### config.mk
export PLATFORM = sky130hd
export DESIGN_NAME = pool_result_reader
export DESIGN_NICKNAME = d
export VERILOG_FILES = /design/src/rtl/pool_pkg.sv /design/src/rtl/pool_result_reader.sv
export SDC_FILE = /design/constraint.sdc
export NUM_CORES = 1
export LEC_CHECK = 0
export ABC_CLOCK_PERIOD_IN_PS = 1950
export CORE_MARGIN = 8
export CORE_UTILIZATION = 49
export CTS_BUF_LIST = sky130_fd_sc_hd__clkbuf_8
export CTS_CLUSTER_SIZE = 30
export DETAILED_ROUTE_END_ITERATION = 12
export GPL_ROUTABILITY_DRIVEN = 0
export PLACE_DENSITY = 0.9
export SETUP_SLACK_MARGIN = 0.5
export SLEW_MARGIN = 15
export SYNTH_ARGS = -nofsm -noshare
export SYNTH_HDL_FRONTEND = slang
export SYNTH_SLANG_ARGS = --single-unit
### constraint.sdc
create_clock -name clk -period 1.95 [get_ports clk]
set_clock_uncertainty 0.15 [all_clocks]
set_input_delay 0.39 -clock clk [delete_from_list [all_inputs] [get_ports clk]]
set_output_delay 0.39 -clock clk [all_outputs]
set_load 0.1 [all_outputs]
### src/rtl/pool_pkg.sv
// Shared definitions for the pooling block's result reader: FSM encoding and
// the default pooling geometry used to size the output sweep.
package pool_pkg;

   typedef enum logic [2:0] {
      S_IDLE      = 3'd0,
      S_WAIT_DONE = 3'd1,
      S_ADDR      = 3'd2,
      S_LAT       = 3'd3,
      S_PRESENT   = 3'd4,
      S_FINISH    = 3'd5
   } state_e;

   localparam int INP_X       = 7;
   localparam int K           = 3;
   localparam int STRIDE      = 2;
   localparam int OUT_DIM     = (INP_X - K) / STRIDE + 1;
   localparam int OUTSIZE_DEF = OUT_DIM * OUT_DIM;

endpackage

### src/rtl/pool_result_reader.sv
// Sweeps the pooling block's output BRAM once pool_done is seen and streams
// each pooled byte over valid/ready, keeping a 16-bit running byte sum.
module pool_result_reader
   import pool_pkg::*;
#(
   parameter int OUTSIZE = OUTSIZE_DEF,
   parameter int RD_LAT  = 2,
   parameter int DW      = 8,
   parameter int AW      = 16
) (
   input  logic          clk,
   input  logic          rst_n,
   input  logic          start,
   input  logic          pool_done,
   output logic [AW-1:0] infer_addr,
   input  logic [DW-1:0] infer_dout,
   output logic [DW-1:0] m_data,
   output logic          m_valid,
   input  logic          m_ready,
   output logic          m_last,
   output logic          busy,
   output logic          finished,
   output logic [15:0]   sum
);

   localparam int          LW       = $clog2(RD_LAT + 2);
   localparam logic [AW-1:0] LAST_IDX = AW'(OUTSIZE - 1);

   if (OUTSIZE < 1 || longint'(OUTSIZE) > (longint'(1) << AW)) begin : g_bad_outsize
      $error("pool_result_reader: OUTSIZE must lie in 1..2**AW");
   end

   state_e          state_q, state_d;
   logic [AW-1:0]   idx_q, idx_d;
   logic [LW-1:0]   lat_q, lat_d;
   logic [AW-1:0]   addr_q, addr_d;
   logic [DW-1:0]   data_q, data_d;
   logic            valid_q, valid_d;
   logic            last_q, last_d;
   logic            fin_q, fin_d;
   logic [15:0]     sum_q, sum_d;

   always_ff @(posedge clk or negedge rst_n) begin
      if (!rst_n) begin
         state_q <= S_IDLE;
         idx_q   <= '0;
         lat_q   <= '0;
         addr_q  <= '0;
         data_q  <= '0;
         valid_q <= 1'b0;
         last_q  <= 1'b0;
         fin_q   <= 1'b0;
         sum_q   <= '0;
      end else begin
         state_q <= state_d;
         idx_q   <= idx_d;
         lat_q   <= lat_d;
         addr_q  <= addr_d;
         data_q  <= data_d;
         valid_q <= valid_d;
         last_q  <= last_d;
         fin_q   <= fin_d;
         sum_q   <= sum_d;
      end
   end

   // One read outstanding at a time: ADDR -> LAT (RD_LAT+1 cycles) -> PRESENT.
   always_comb begin
      state_d = state_q;
      idx_d   = idx_q;
      lat_d   = lat_q;
      addr_d  = addr_q;
      data_d  = data_q;
      valid_d = valid_q;
      last_d  = last_q;
      fin_d   = 1'b0;
      sum_d   = sum_q;
      unique case (state_q)
         S_IDLE: begin
            if (start) begin
               idx_d   = '0;
               sum_d   = '0;
               addr_d  = '0;
               state_d = S_WAIT_DONE;
            end
         end
         S_WAIT_DONE: begin
            if (pool_done) state_d = S_ADDR;
         end
         S_ADDR: begin
            addr_d  = idx_q;
            lat_d   = '0;
            state_d = S_LAT;
         end
         S_LAT: begin
            lat_d = lat_q + 1'b1;
            if (lat_q == LW'(RD_LAT)) begin
               data_d  = infer_dout;
               valid_d = 1'b1;
               last_d  = (idx_q == LAST_IDX);
               state_d = S_PRESENT;
            end
         end
         S_PRESENT: begin
            if (m_ready) begin
               valid_d = 1'b0;
               sum_d   = sum_q + 16'(data_q);
               if (idx_q == LAST_IDX) begin
                  state_d = S_FINISH;
               end else begin
                  idx_d   = idx_q + 1'b1;
                  state_d = S_ADDR;
               end
            end
         end
         S_FINISH: begin
            fin_d   = 1'b1;
            last_d  = 1'b0;
            state_d = S_IDLE;
         end
         default: state_d = S_IDLE;
      endcase
   end

   assign infer_addr = addr_q;
   assign m_data     = data_q;
   assign m_valid    = valid_q;
   assign m_last     = last_q;
   assign finished   = fin_q;
   assign sum        = sum_q;
   assign busy       = (state_q != S_IDLE);

endmodule

# == After elaboration in Yosys (flattened, before gate mapping) ==
# Cells that the tools add are included.
# word_totals
regBits,64
mem_bits_rw,0
out_inout_bits,44
romBits,0
elab_cells,58
latch_bits,0
n_memories,0
input_bits,13
# op_classes
shift,0
eq_ne,12
bitwise_logic,0
reduce_logical,14
n_addsub,3
order_cmp,0
n_div,0
n_mul,0
n_mux,20
# ops
op,n
16-bit case mux with 2 select lines,3
16-bit 2-to-1 mux,4
16-bit by 1-bit adder with 16-bit output (second input constant),1
16-bit by 8-bit adder with 16-bit output,1
16-bit by 4-bit equality test with 1-bit output (second input constant),1
3-bit 2-to-1 mux,5
3-bit case mux with 5 select lines,1
2-bit != test (second input constant),5
2-bit nonzero test,5
4-bit AND reduction,2
3-bit by 2-bit equality test with 1-bit output (second input constant),2
3-bit equality test (second input constant),2
2-bit AND reduction,3
3-bit AND reduction,2
1-bit 2-to-1 mux,4
1-bit case mux with 2 select lines,2
2-bit case mux with 2 select lines,1
3-bit by 1-bit equality test with 1-bit output (second input constant),1
3-bit zero test,1
3-bit nonzero test,1
2-bit by 1-bit adder with 2-bit output (second input constant),1
2-bit equality test (second input constant),1

# == Logic depth before layout (Yosys ltp) ==
# Gate-level depths: netlist (run 1).
# depth
ltp_word,4
depth_mapped,9
mapped_depth_nobuf,9

# == Worst setup path after synthesis (run 1) ==
# Ideal clock, no wire load.
# synth_path
path_kind,register -> register
from,"register sum_q[0], in the netlist sum[0]"
to,"register sum_q[10], in the netlist sum[10]"
required_time_ns,1.726
arrival_ns,2.625
path_slack_ns,-0.899
setup_time_ns,0.074
path_buffers,0
stages_incl_launch_ff,10
period_less_slack_ns,2.849
path_cell_list,dfrtp_1 ha_1 inv_1 fa_1 nor2b_1 o2111ai_1 a21oi_1 o2111ai_1 xor2_1 nor2_1
# synth_via
elab_chain_cells,3
# synth_rtl
element,line_no,rtl
"start, declared",pool_result_reader.sv:41,"logic [15:0] sum_q, sum_d;"
"start signal, assigned",pool_result_reader.sv:63,sum_q <= sum_d;
16-bit by 8-bit adder with 16-bit output,pool_result_reader.sv:107,sum_d = sum_q + 16'(data_q);
16-bit 2-to-1 mux,pool_result_reader.sv:105,if (m_ready) begin
16-bit case mux with 2 select lines,pool_result_reader.sv:78,unique case (state_q)
# Every way passes these cells. The select of a mux whose other input is x is not followed.
# A chain may end at the register's enable or synchronous reset.

# == Final worst setup path (run 1) ==
# layout_path
from,"register sum_q[0], in the netlist sum[0]"
to,"register sum_q[8], in the netlist sum[8]"
# The elaborated chain is that of the path after synthesis.

==> results of run 1 <==
==> Yosys cell counts (all sizes together) (4+ instances only) <==
| cell type | instances |
|---|---|
| a21oi | 8 |
| a22o | 16 |
| buf | 6 |
| clkbuf | 6 |
| dfrtp | 64 |
| ha | 11 |
| inv | 9 |
| mux2 | 10 |
| nand2 | 24 |
| nand3 | 13 |
| nand4 | 8 |
| nor2 | 34 |
| nor2b | 4 |
| o21ai | 14 |
| xnor2 | 7 |
| xor2 | 19 |
==> routing by layer <==
metal / routed length, um / up-vias / track usage
met3: 2410 / 186 / 0.0897
met1: 5770 / 1784 / 0.324
met4: 1880 / 4 / 0.248
met2: 8370 / 442 / 0.529
li1: - / 1363 / -
met5: 59 / - / 0
==> through the flow <==
| stage | std cells | cell area [um2] | power (mW) | worst slack (ns) | hold WS, ns |
|---|---|---|---|---|---|
| after floorplan | 291 | 3380 | 4.92 | -0.319 | -0.0556 |
| after global placement | 451 | 4690 | 6.50 | -0.257 | 0.195 |
| after detailed placement | 451 | 4690 | 6.72 | -0.313 | 0.198 |
| final | 536 | 6040 | 10.6 | -0.719 | 0.301 |
| after global routing | 536 | 6040 | 10.8 | -0.734 | 0.319 |
| after CTS | 516 | 5690 | 9.19 | -0.208 | 0.344 |
==> cell type report <==
class	instances	area, um2	share of cell area
repair buffers	164	2060	0.341
well taps	77	96.3	0.0160
clock buffers	10	138	0.0228
inverters	9	33.8	0.00560
flip-flops and latches	64	1660	0.276
clock inverters	5	105	0.0174
multi-input cells	207	1940	0.321
==> sequential cells by signal, indices dropped and copies added (netlist names) <==
register    flops
sum            16
m_data          8
state_q         3
m_last          1
lat_q           2
infer_addr     16
m_valid         1
finished        1
idx_q          16
==> power by group through the flow <==
stage	clock network, mW	registers, mW	logic, mW
final	1.52	2.09	7.04
after global routing	1.55	2.08	7.13
after CTS	1.41	2.00	5.78
after detailed placement	0	2.00	4.72
after global placement	0	1.97	4.54
after floorplan	0	3.38	1.54
==> cell families after synthesis <==
logic type                 count (synthesis)  synth area share
adders and majority gates                 12            0.0506
and+or+nand+nor                          102             0.169
DFF                                       64             0.514
AOI/OAI and AO/OA                         54             0.122
buffers and inverters                     21            0.0289
muxes                                     12            0.0426
xor gates and xnor gates                  26            0.0731
==> critical path, delay by kind of cell, from the launching register on <==
kind | cells | cell delay, ns
AO/OA/AOI/OAI | 3 | 0.44
XOR/XNOR | 1 | 0.18
adder cells (fa/ha/maj) | 2 | 0.53
buffers and inverters | 2 | 0.17
flip-flops | 1 | 0.45
AND/OR/NAND/NOR | 2 | 0.61
==> worst paths after layout <==
check | end | cells past startpoint
min in group clk | state_q[2] | 4
worst max register to register | sum[8] | 10
worst min-delay path | sum[1] | 2
worst min register to register | lat_q[1] | 2
max in group asynchronous | idx_q[8] | 4
worst max-delay path | sum[8] | 10
==> timing repair <==
item                                    4_1_cts  5_1_grt
hold buffers                                  1        0
endpoints found under the hold margin        16        0
pin swaps                                    51       32
gates cloned                                  2        0
buffers inserted                             47       20
resized for setup                            88       44
endpoints found under the setup margin      104      133
==> flow_metrics.py, run 1 <==
metrics = {
    "run_status": {
        "status": "complete, but fails checks",
        "violations": "setup timing",
    },
    "setup_path": {
        "path_cells": "ha_4, inv_2, fa_2, nor2b_4, o2111ai_4, a21oi_4, buf_6, o21ai_1, xor2_1, nor2_1",
        "endpoint_kind": "flop",
        "required_ns": 2.05,
        "reg2reg_from": "sum[0]",
        "slowest_stage": "dfrtp_4",
        "arrival_ns": 2.77,
        "path_max_fanout": 3,
        "cp-startpoint": "sum[0]",
        "critical_path.startpoint_type": "flop",
        "r2r_setup_slack_ns": -0.72,
        "crit_type": "reg -> reg",
        "critPathMaxStageDelay_ns": 0.45,
    },
    "die": {
        "io_pins": 57,
        "initial_core_util": 0.499,
        "rows": 29,
        "die-area_mm2": 0.00917,
        "core_mm2": 0.00624,
        "die_w_um": 95.8,
        "die_h_um": 95.8,
    },
    "yosys": {
        "synth_seq_cells": 64,
        "synth_top_area_cell": "dfrtp_1",
        "synth_flop_cell": "dfrtp_1",
        "syn_area_mm2": 0.00312,
        "synth_cell_types": 46,
        "synth_nets": 316,
        "avgSynthCellArea_um2": 10.7,
        "synth_top_area_frac": 0.514,
        "synth-edff-count": 0,
        "async_reset_ff_frac": 1.00,
        "yosysWarningCount": 0,
        "ys_seq_area_frac": 0.514,
        "synth_cells": 291,
        "synthTopCellsByArea": "dfrtp_1, xor2_1, a22o_1, ha_1, nor2_1",
    },
    "clock_network": {
        "clock_sinks": 64,
        "clock_path_buffers": 2,
        "clock_latency_ns": 0.38,
        "path_clk_slew_ns": 0.10,
        "htree_levels": 3,
        "root_buffer": "clkbuf_8",
        "cts_tree": "done",
        "cts_inserted_buffers": 9,
    },
    "drt": {
        "wl_per_cell_um": 34.5,
        "route.vias.total": 3779,
        "ant_nets": 0,
        "wl_um": 18500,
        "first_pass_iters": 6,
        "drt_iter0_drc": 522,
        "avgViaCountPerCell": 7.05,
        "drc_errors": 0,
    },
    "sta": {
        "max_freq_mhz": 375,
        "final.min_clock_period_ns": 2.67,
        "report.final.slew_viol_count": 0,
        "setup_slack_ns": -0.719,
        "tns_ns": -12.61,
        "hold_viol": 0,
        "relSlewSlack": 0.618,
        "min_period_over_period": 1.37,
        "setup_viol": 40,
        "rsz0062_at_grt": "true",
        "tightest_slew_ns": 0.572,
    },
    "finish": {
        "final_common_cell": "buf_4",
        "syn2layout_area_growth_pct": 93.7,
        "final_core_util": 0.967,
        "drive_gt1_frac": 0.614,
        "final_cell_mix": "buf_4, buf_12, buf_6",
        "n_fill_cell": 101,
        "final_nets": 480,
        "num_antenna_cells": 0,
    },
    "global_route": {
        "grt_antenna_before_repair": 1,
        "grt.total_usage": 0.314,
        "grt_pass1_wl_um": 21200,
        "grt_pass1_vias": 3721,
        "grt_overflow": 0,
        "grt_max_degree": 29,
    },
    "power": {
        "power_per_cell_area_mw_per_mm2": 1760,
        "power.internal_mw": 5.54,
        "power_frac_seq": 0.196,
        "ir_worst_vdd_v": 0.00188,
        "p_leak_nw": 2.71,
        "power_frac_clock": 0.143,
        "swShare": 0.480,
        "switching_power_mw": 5.11,
        "power_frac_comb": 0.661,
    },
    "worst_hold_path": {
        "hold_class": "in -> async",
    },
    "placed_design": {
        "dp_hpwl_um": 6390,
        "portBuffers": 56,
    },
    "job": {
        "cap_violations": 0,
    },
}
Power figures use the tool's default switching activity.
==> run 2, diff against run 1 <==
--- a/config.mk
+++ b/config.mk
@@ -6,13 +6,16 @@
 export NUM_CORES = 1
 export LEC_CHECK = 0
 export ABC_CLOCK_PERIOD_IN_PS = 1950
+export CELL_PAD_IN_SITES_DETAIL_PLACEMENT = 1
+export CELL_PAD_IN_SITES_GLOBAL_PLACEMENT = 1
 export CORE_MARGIN = 8
-export CORE_UTILIZATION = 49
+export CORE_UTILIZATION = 46
 export CTS_BUF_LIST = sky130_fd_sc_hd__clkbuf_8
 export CTS_CLUSTER_SIZE = 30
 export DETAILED_ROUTE_END_ITERATION = 12
+export DONT_BUFFER_PORTS = 1
 export GPL_ROUTABILITY_DRIVEN = 0
-export PLACE_DENSITY = 0.9
+export PLACE_DENSITY = 0.89
 export SETUP_SLACK_MARGIN = 0.5
 export SLEW_MARGIN = 15
 export SYNTH_ARGS = -nofsm -noshare
==> run 2 against run 1 <==
The run now fails in clock tree synthesis. Synthesized cell count is the same. Synthesized area stayed put.
==> flow_metrics.py, run 2 <==
metrics = {
    "placed_design": {
        "portBuffers": 0,
        "placed_cell_area_mm2": 0.00388,
        "dp_hpwl_um": 6790,
    },
    "yosys": {
        "synthTopCellsByArea": "dfrtp_1, xor2_1, a22o_1, ha_1, nor2_1",
        "synth_nets": 316,
        "synthTopCellsByCount": "dfrtp_1, nor2_1, nand2_1",
        "synth_top_area_cell": "dfrtp_1",
        "synth_cells": 291,
        "synthMostInstantiatedCell": "dfrtp_1",
        "synth_seq_cells": 64,
        "synth_cell_types": 46,
        "avgSynthCellArea_um2": 10.7,
        "async_reset_ff_frac": 1.00,
        "synth_flop_cell": "dfrtp_1",
        "syn_area_mm2": 0.00312,
        "synth_top_area_frac": 0.514,
        "yosysWarningCount": 0,
        "synth-edff-count": 0,
        "ys_seq_area_frac": 0.514,
    },
    "clock_network": {
        "htree_levels": 3,
        "cts_setup_buffers": 37,
        "cts_resized": 206,
        "root_buffer": "clkbuf_8",
        "clock_path_buffers": 2,
        "cts_inserted_buffers": 9,
        "clock_sinks": 64,
    },
    "run_status": {
        "stop_stage": "clock tree synthesis",
        "status": "stopped before the end",
        "tool.error": "[ERROR DPL-0033] detailed placement checks failed during check placement.",
    },
    "die": {
        "io_pins": 57,
        "die_h_um": 98.3,
        "die_w_um": 98.3,
        "initial_core_util": 0.466,
        "rows": 30,
    },
}
==> run 2: cell counts after synthesis <==
Identical to the previous run, type by type.
==> run 2: kinds of logic after synthesis <==
kind of cell / after synthesis / share of synthesized area
AND/OR/NAND/NOR: 102 / 0.169
flip-flops: 64 / 0.514
AO/OA/AOI/OAI: 54 / 0.122
XOR/XNOR: 26 / 0.0731
buffers and inverters: 21 / 0.0289
multiplexers: 12 / 0.0426
adder cells (fa/ha/maj): 12 / 0.0506
==> run 2: stage by stage <==
step | hold slack [ns] | utilization | TNS [ns] | setup slack (ns) | std cells
floorplan | -0.0556 | - | -1.83 | -0.319 | 291
global placement | -0.0532 | 0.581 | -0.575 | -0.130 | 428
detailed placement | -0.0533 | 0.581 | -2.28 | -0.321 | 428
==> run 3, diff against run 2 <==
==> config.mk (replaced) <==
export PLATFORM = sky130hd
export DESIGN_NAME = pool_result_reader
export DESIGN_NICKNAME = d
export VERILOG_FILES = /design/src/rtl/pool_pkg.sv /design/src/rtl/pool_result_reader.sv
export SDC_FILE = /design/constraint.sdc
export NUM_CORES = 1
export LEC_CHECK = 0
export ABC_CLOCK_PERIOD_IN_PS = 2500
export CORE_MARGIN = 8
export CORE_UTILIZATION = 40
export DETAILED_ROUTE_END_ITERATION = 12
export DONT_BUFFER_PORTS = 1
export GPL_ROUTABILITY_DRIVEN = 0
export PLACE_DENSITY_LB_ADDON = 0.15
export SLEW_MARGIN = 15
export SYNTH_ARGS = -nofsm -noshare
export SYNTH_HDL_FRONTEND = slang
export SYNTH_SLANG_ARGS = --single-unit
==> constraint.sdc (replaced) <==
create_clock -name clk -period 2.5 [get_ports clk]
set_clock_uncertainty 0.15 [all_clocks]
set_input_delay 0.5 -clock clk [delete_from_list [all_inputs] [get_ports clk]]
set_output_delay 0.5 -clock clk [all_outputs]
set_load 0.1 [all_outputs]
==> run 3 against run 2 <==
The flow now finishes without violations.
==> flow_metrics.py, run 3 (synthesized netlist as in run 1, its figures left out) <==
metrics = {
    "setup_path": {
        "required_ns": 2.57,
        "path_cells": "ha_1, inv_1, fa_1, nor2b_1, o2111ai_1, a21oi_2, o2111ai_1, xor2_1, nor2_1",
        "critPathMaxStageDelay_ns": 0.41,
        "path_buf_inv": 1,
        "slowest_stage": "dfrtp_4",
        "endpoint_kind": "flop",
        "path_max_fanout": 4,
        "crit_family": "compound AO/OA/AOI/OAI gates",
        "crit_type": "reg -> reg",
        "path_common_cell": "o2111ai_1",
        "critical_path.startpoint_type": "flop",
        "arrival_ns": 2.34,
    },
    "die": {
        "core_mm2": 0.00765,
        "initial_core_util": 0.408,
        "die-area_mm2": 0.0109,
        "die_h_um": 104,
        "io_pins": 57,
        "die_w_um": 104,
        "rows": 32,
    },
    "drt": {
        "topRoutingLayerUsed": "met4",
        "route.vias.total": 2296,
        "route.met2.wl_um": 3250,
        "wl_per_cell_um": 15.7,
        "avgViaCountPerCell": 5.09,
        "wl_met3_um": 527,
        "drc_errors": 0,
        "wl_um": 7070,
        "drt_iter0_drc": 58,
        "ant_nets": 0,
        "wirelength_met1_um": 3260,
        "first_pass_iters": 4,
    },
    "sta": {
        "max_freq_mhz": 440,
        "report.final.slew_viol_count": 0,
        "setup_viol": 0,
        "setup_slack_ns": 0.227,
        "tightest_slew_ns": 1.00,
        "rsz0062_at_grt": "false",
        "hold_viol": 0,
        "relSlewSlack": 0.330,
        "min_period_over_period": 0.909,
        "final.min_clock_period_ns": 2.27,
    },
    "finish": {
        "drive_gt1_frac": 0.252,
        "fin_cells": 451,
        "syn2layout_area_growth_pct": 22.6,
        "final_common_cell": "dfrtp_1",
        "num_antenna_cells": 0,
        "final_cell_mix": "dfrtp_1, buf_4, nor2_1",
        "final_nets": 369,
    },
    "clock_network": {
        "clock_latency_ns": 0.34,
        "cts_setup_buffers": 0,
        "path_clk_slew_ns": 0.07,
        "clock_sinks": 64,
        "root_buffer": "clkbuf_8",
        "htree_levels": 3,
        "cts_inserted_buffers": 9,
        "clock_path_buffers": 2,
        "cts_tree": "done",
    },
    "global_route": {
        "grt_overflow": 0,
        "grt_pass1_vias": 2403,
        "grt_antenna_before_repair": 0,
        "grt.total_usage": 0.138,
        "grt_pass1_wl_um": 12200,
        "grt_max_degree": 65,
    },
    "run_status": {
        "status": "finished, final reports clean",
    },
    "power": {
        "ir_worst_vdd_v": 0.000535,
        "p_leak_nw": 1.83,
        "totalPowerFinal_mw": 4.90,
        "power_per_cell_area_mw_per_mm2": 1280,
    },
    "placed_design": {
        "portBuffers": 0,
        "place_ws_ns": 0.165,
        "placed_cells": 433,
        "dp_hpwl_um": 5100,
    },
    "worst_hold_path": {
        "hold_class": "in -> reg",
    },
    "job": {
        "cap_violations": 0,
    },
}
==> run 3: final timing paths <==
check / startpoint / to / slack (ns) / cells past startpoint
worst max-delay path: m_data[0] / sum[10] / 0.23 / 9
worst min-delay path: infer_dout[3] / m_data[3] / 0.16 / 1
worst max register to register: m_data[0] / sum[10] / 0.23 / 9
worst min register to register: lat_q[0] / lat_q[0] / 0.33 / 2
max in group asynchronous: rst_n / sum[0] / 1.35 / 2
min in group asynchronous: rst_n / sum[5] / 0.57 / 2
==> run 3: layer usage <==
layer  global-route usage  up-vias
met1                0.173     1115
met3               0.0651        2
met4               0.0414        0
met5                    0        -
li1                     -     1131
met2                0.207       48
==> run 3: final cells by class <==
type / count / area (um2)
fillers: 730 / 3830
flip-flops and latches: 64 / 1610
multi-input cells: 206 / 1440
repair buffers: 54 / 428
clock buffers: 12 / 135
well taps: 102 / 128
clock inverters: 4 / 45.0
inverters: 9 / 33.8
==> run 3: stage by stage <==
step                      hold slack (ns)  instance area [um2]  utilization  TNS [ns]
after detailed placement           0.0573                 3600        0.471         0
after CTS                           0.149                 3820        0.499         0
after floorplan                    0.0544                 3130            -   -0.0106
after global placement             0.0568                 3600        0.471         0
after global routing                0.133                 3820        0.500         0
final                               0.159                 3820        0.500         0
==> run 3: repair_timing <==
action	4_1_cts	5_1_grt
setup endpoints to repair	0	1
resized for setup	0	1
hold buffers	2	0
hold endpoints to repair	64	0
==> run 3: worst reg2reg max path: cells and delay by family (launching register included) <==
| kind | cells | cell delay [ns] |
|---|---|---|
| flops | 1 | 0.41 |
| xor+xnor | 1 | 0.16 |
| buf+inv | 1 | 0.06 |
| compound gates | 3 | 0.58 |
| simple gates | 2 | 0.22 |
| fa+ha+maj | 2 | 0.57 |
==> run 3: power breakdown <==
part | total [mW] | switching, mW | internal [mW] | leakage (nW)
sequential | 1.41 | 0.155 | 1.25 | 0.851
clock | 0.837 | 0.381 | 0.457 | 0.0941
combinational | 2.65 | 1.95 | 0.705 | 0.883
==> run 4, diff against run 3 <==
--- a/config.mk
+++ b/config.mk
@@ -5,7 +5,8 @@
 export SDC_FILE = /design/constraint.sdc
 export NUM_CORES = 1
 export LEC_CHECK = 0
-export ABC_CLOCK_PERIOD_IN_PS = 2500
+export ABC_CLOCK_PERIOD_IN_PS = 2400
+export CAP_MARGIN = 5
 export CORE_MARGIN = 8
 export CORE_UTILIZATION = 40
 export DETAILED_ROUTE_END_ITERATION = 12
==> constraint.sdc (replaced) <==
create_clock -name clk -period 2.4 [get_ports clk]
set_clock_uncertainty 0.15 [all_clocks]
set_input_delay 0.48 -clock clk [delete_from_list [all_inputs] [get_ports clk]]
set_output_delay 0.48 -clock clk [all_outputs]
set_load 0.1 [all_outputs]
==> run 4 against run 3 <==
Critical path depth down 6. Count of clock-buffer cells in the layout unchanged. Hold slack worse by 0.040 ns. Sequential power up 4%. Die area unchanged. Critical path type is now reg -> out.
==> flow_metrics.py, run 4 (synthesized netlist as in run 1, its figures left out) <==
metrics = {
    "run_status": {
        "status": "finished, final reports clean",
    },
    "sta": {
        "rsz0062_at_grt": "false",
        "setup_viol": 0,
        "final.min_clock_period_ns": 2.25,
        "timing.hold.ws_ns": 0.118,
        "min_period_over_period": 0.936,
        "setup_slack_ns": 0.155,
        "tightest_slew_ns": 0.671,
        "hold_viol": 0,
        "report.final.slew_viol_count": 0,
        "tns_ns": 0,
        "max_freq_mhz": 445,
        "relSlewSlack": 0.552,
    },
    "drt": {
        "wl_um": 7050,
        "avgViaCountPerCell": 4.96,
        "ant_nets": 0,
        "wl_per_cell_um": 15.7,
        "first_pass_iters": 4,
        "drc_errors": 0,
        "route.vias.total": 2234,
        "drt_iter0_drc": 106,
    },
    "power": {
        "ir_worst_vdd_v": 0.000580,
        "swShare": 0.507,
        "p_leak_nw": 1.82,
        "power_frac_clock": 0.174,
        "switching_power_mw": 2.60,
        "power_frac_comb": 0.541,
        "power_frac_seq": 0.285,
        "power.internal_mw": 2.53,
        "power_per_cell_area_mw_per_mm2": 1340,
    },
    "setup_path": {
        "reg2reg_depth": 9,
        "endpoint_kind": "output pin",
        "path_common_cell": "buf_4",
        "critPathMaxStageDelay_ns": 0.51,
        "required_ns": 1.77,
        "path_depth": 3,
        "crit_type": "reg -> out",
        "crit_family": "flip-flops",
        "critical_path.startpoint_type": "flop",
        "slowest_stage": "dfrtp_1",
        "crit_end": "busy",
        "path_buf_inv": 2,
        "arrival_ns": 1.62,
        "path_max_fanout": 10,
        "reg2reg_to": "sum[10]",
        "r2r_setup_slack_ns": 0.16,
        "path_cells": "buf_4, or3_1, buf_4",
        "reg2reg_from": "m_data[0]",
        "cp-startpoint": "state_q[2]",
    },
    "clock_network": {
        "cts_tree": "done",
        "clock_path_buffers": 2,
        "clock_latency_ns": 0.34,
        "htree_levels": 3,
        "clock_sinks": 64,
        "path_clk_slew_ns": 0.07,
        "cts_setup_buffers": 0,
        "root_buffer": "clkbuf_8",
        "cts_inserted_buffers": 9,
    },
    "die": {
        "die_w_um": 104,
        "die-area_mm2": 0.0109,
        "die_h_um": 104,
        "rows": 32,
        "io_pins": 57,
        "core_mm2": 0.00765,
        "initial_core_util": 0.408,
    },
    "finish": {
        "num_antenna_cells": 0,
        "multiInputGateArea_mm2": 0.00144,
        "final_nets": 368,
        "n_fill_cell": 721,
        "final_common_cell": "dfrtp_1",
        "final_core_util": 0.500,
        "final_cell_mix": "dfrtp_1, buf_4, nor2_1",
        "fin_area_mm2": 0.00383,
        "regArea_mm2": 0.00162,
        "syn2layout_area_growth_pct": 22.8,
        "drive_gt1_frac": 0.267,
    },
    "placed_design": {
        "dp_hpwl_um": 5020,
        "portBuffers": 0,
        "placed_cell_area_mm2": 0.00360,
        "place_ws_ns": 0.196,
    },
    "worst_hold_path": {
        "hp-start": "infer_dout[3]",
        "hold_class": "in -> reg",
    },
    "job": {
        "cap_violations": 0,
    },
    "global_route": {
        "grt.total_usage": 0.136,
        "grt_pass1_vias": 2202,
        "grt_pass1_wl_um": 11800,
        "grt_overflow": 0,
        "grt_max_degree": 65,
        "grt_antenna_before_repair": 0,
    },
}
[run 4: final cells by class]
cell class,count,area share
inverter,9,0.00883
timing repair buffer,53,0.110
tap,102,0.0334
clock buffer,12,0.0353
sequential,64,0.424
multi-input combinational,206,0.377
clock inverter,4,0.0118
[run 4: what timing repair did]
item / in CTS / in global routing
hold buffers: 2 / 0
gates resized for setup: 0 / 1
endpoints found under the setup margin: 0 / 1
endpoints found under the hold margin: 64 / 0
[run 4: power groups by stage]
stage / logic (mW) / clock network (mW) / registers (mW)
after global routing: 2.98 / 0.965 / 1.49
after detailed placement: 2.75 / 0 / 1.49
final: 2.77 / 0.890 / 1.46
after floorplan: 1.02 / 0 / 2.65
after global placement: 2.74 / 0 / 1.48
after CTS: 2.79 / 0.925 / 1.47
[run 4: layer usage]
metal,global-route usage,vias up,part of all wire
met4,0.0683,0,0.017
met2,0.187,45,0.42
li1,-,1137,-
met3,0.0502,10,0.067
met1,0.182,1042,0.50
met5,0,-,0
[run 4: per-stage QoR]
step / power (mW) / instances
after floorplan: 3.67 / 291
after global placement: 4.22 / 432
after detailed placement: 4.23 / 432
after CTS: 5.18 / 450
after global routing: 5.43 / 450
final: 5.13 / 450
[run 4: worst min path at each step]
stage | end | depth (start not counted) | slack [ns]
6_report | m_data[3] | 1 | 0.12
3_3_place_gp | m_data[1] | 0 | 0.04
4_1_cts | m_data[3] | 1 | 0.10
3_5_place_dp | lat_q[1] | 0 | 0.04
2_1_floorplan | finished | 0 | 0.03
5_1_grt | m_data[4] | 1 | 0.11
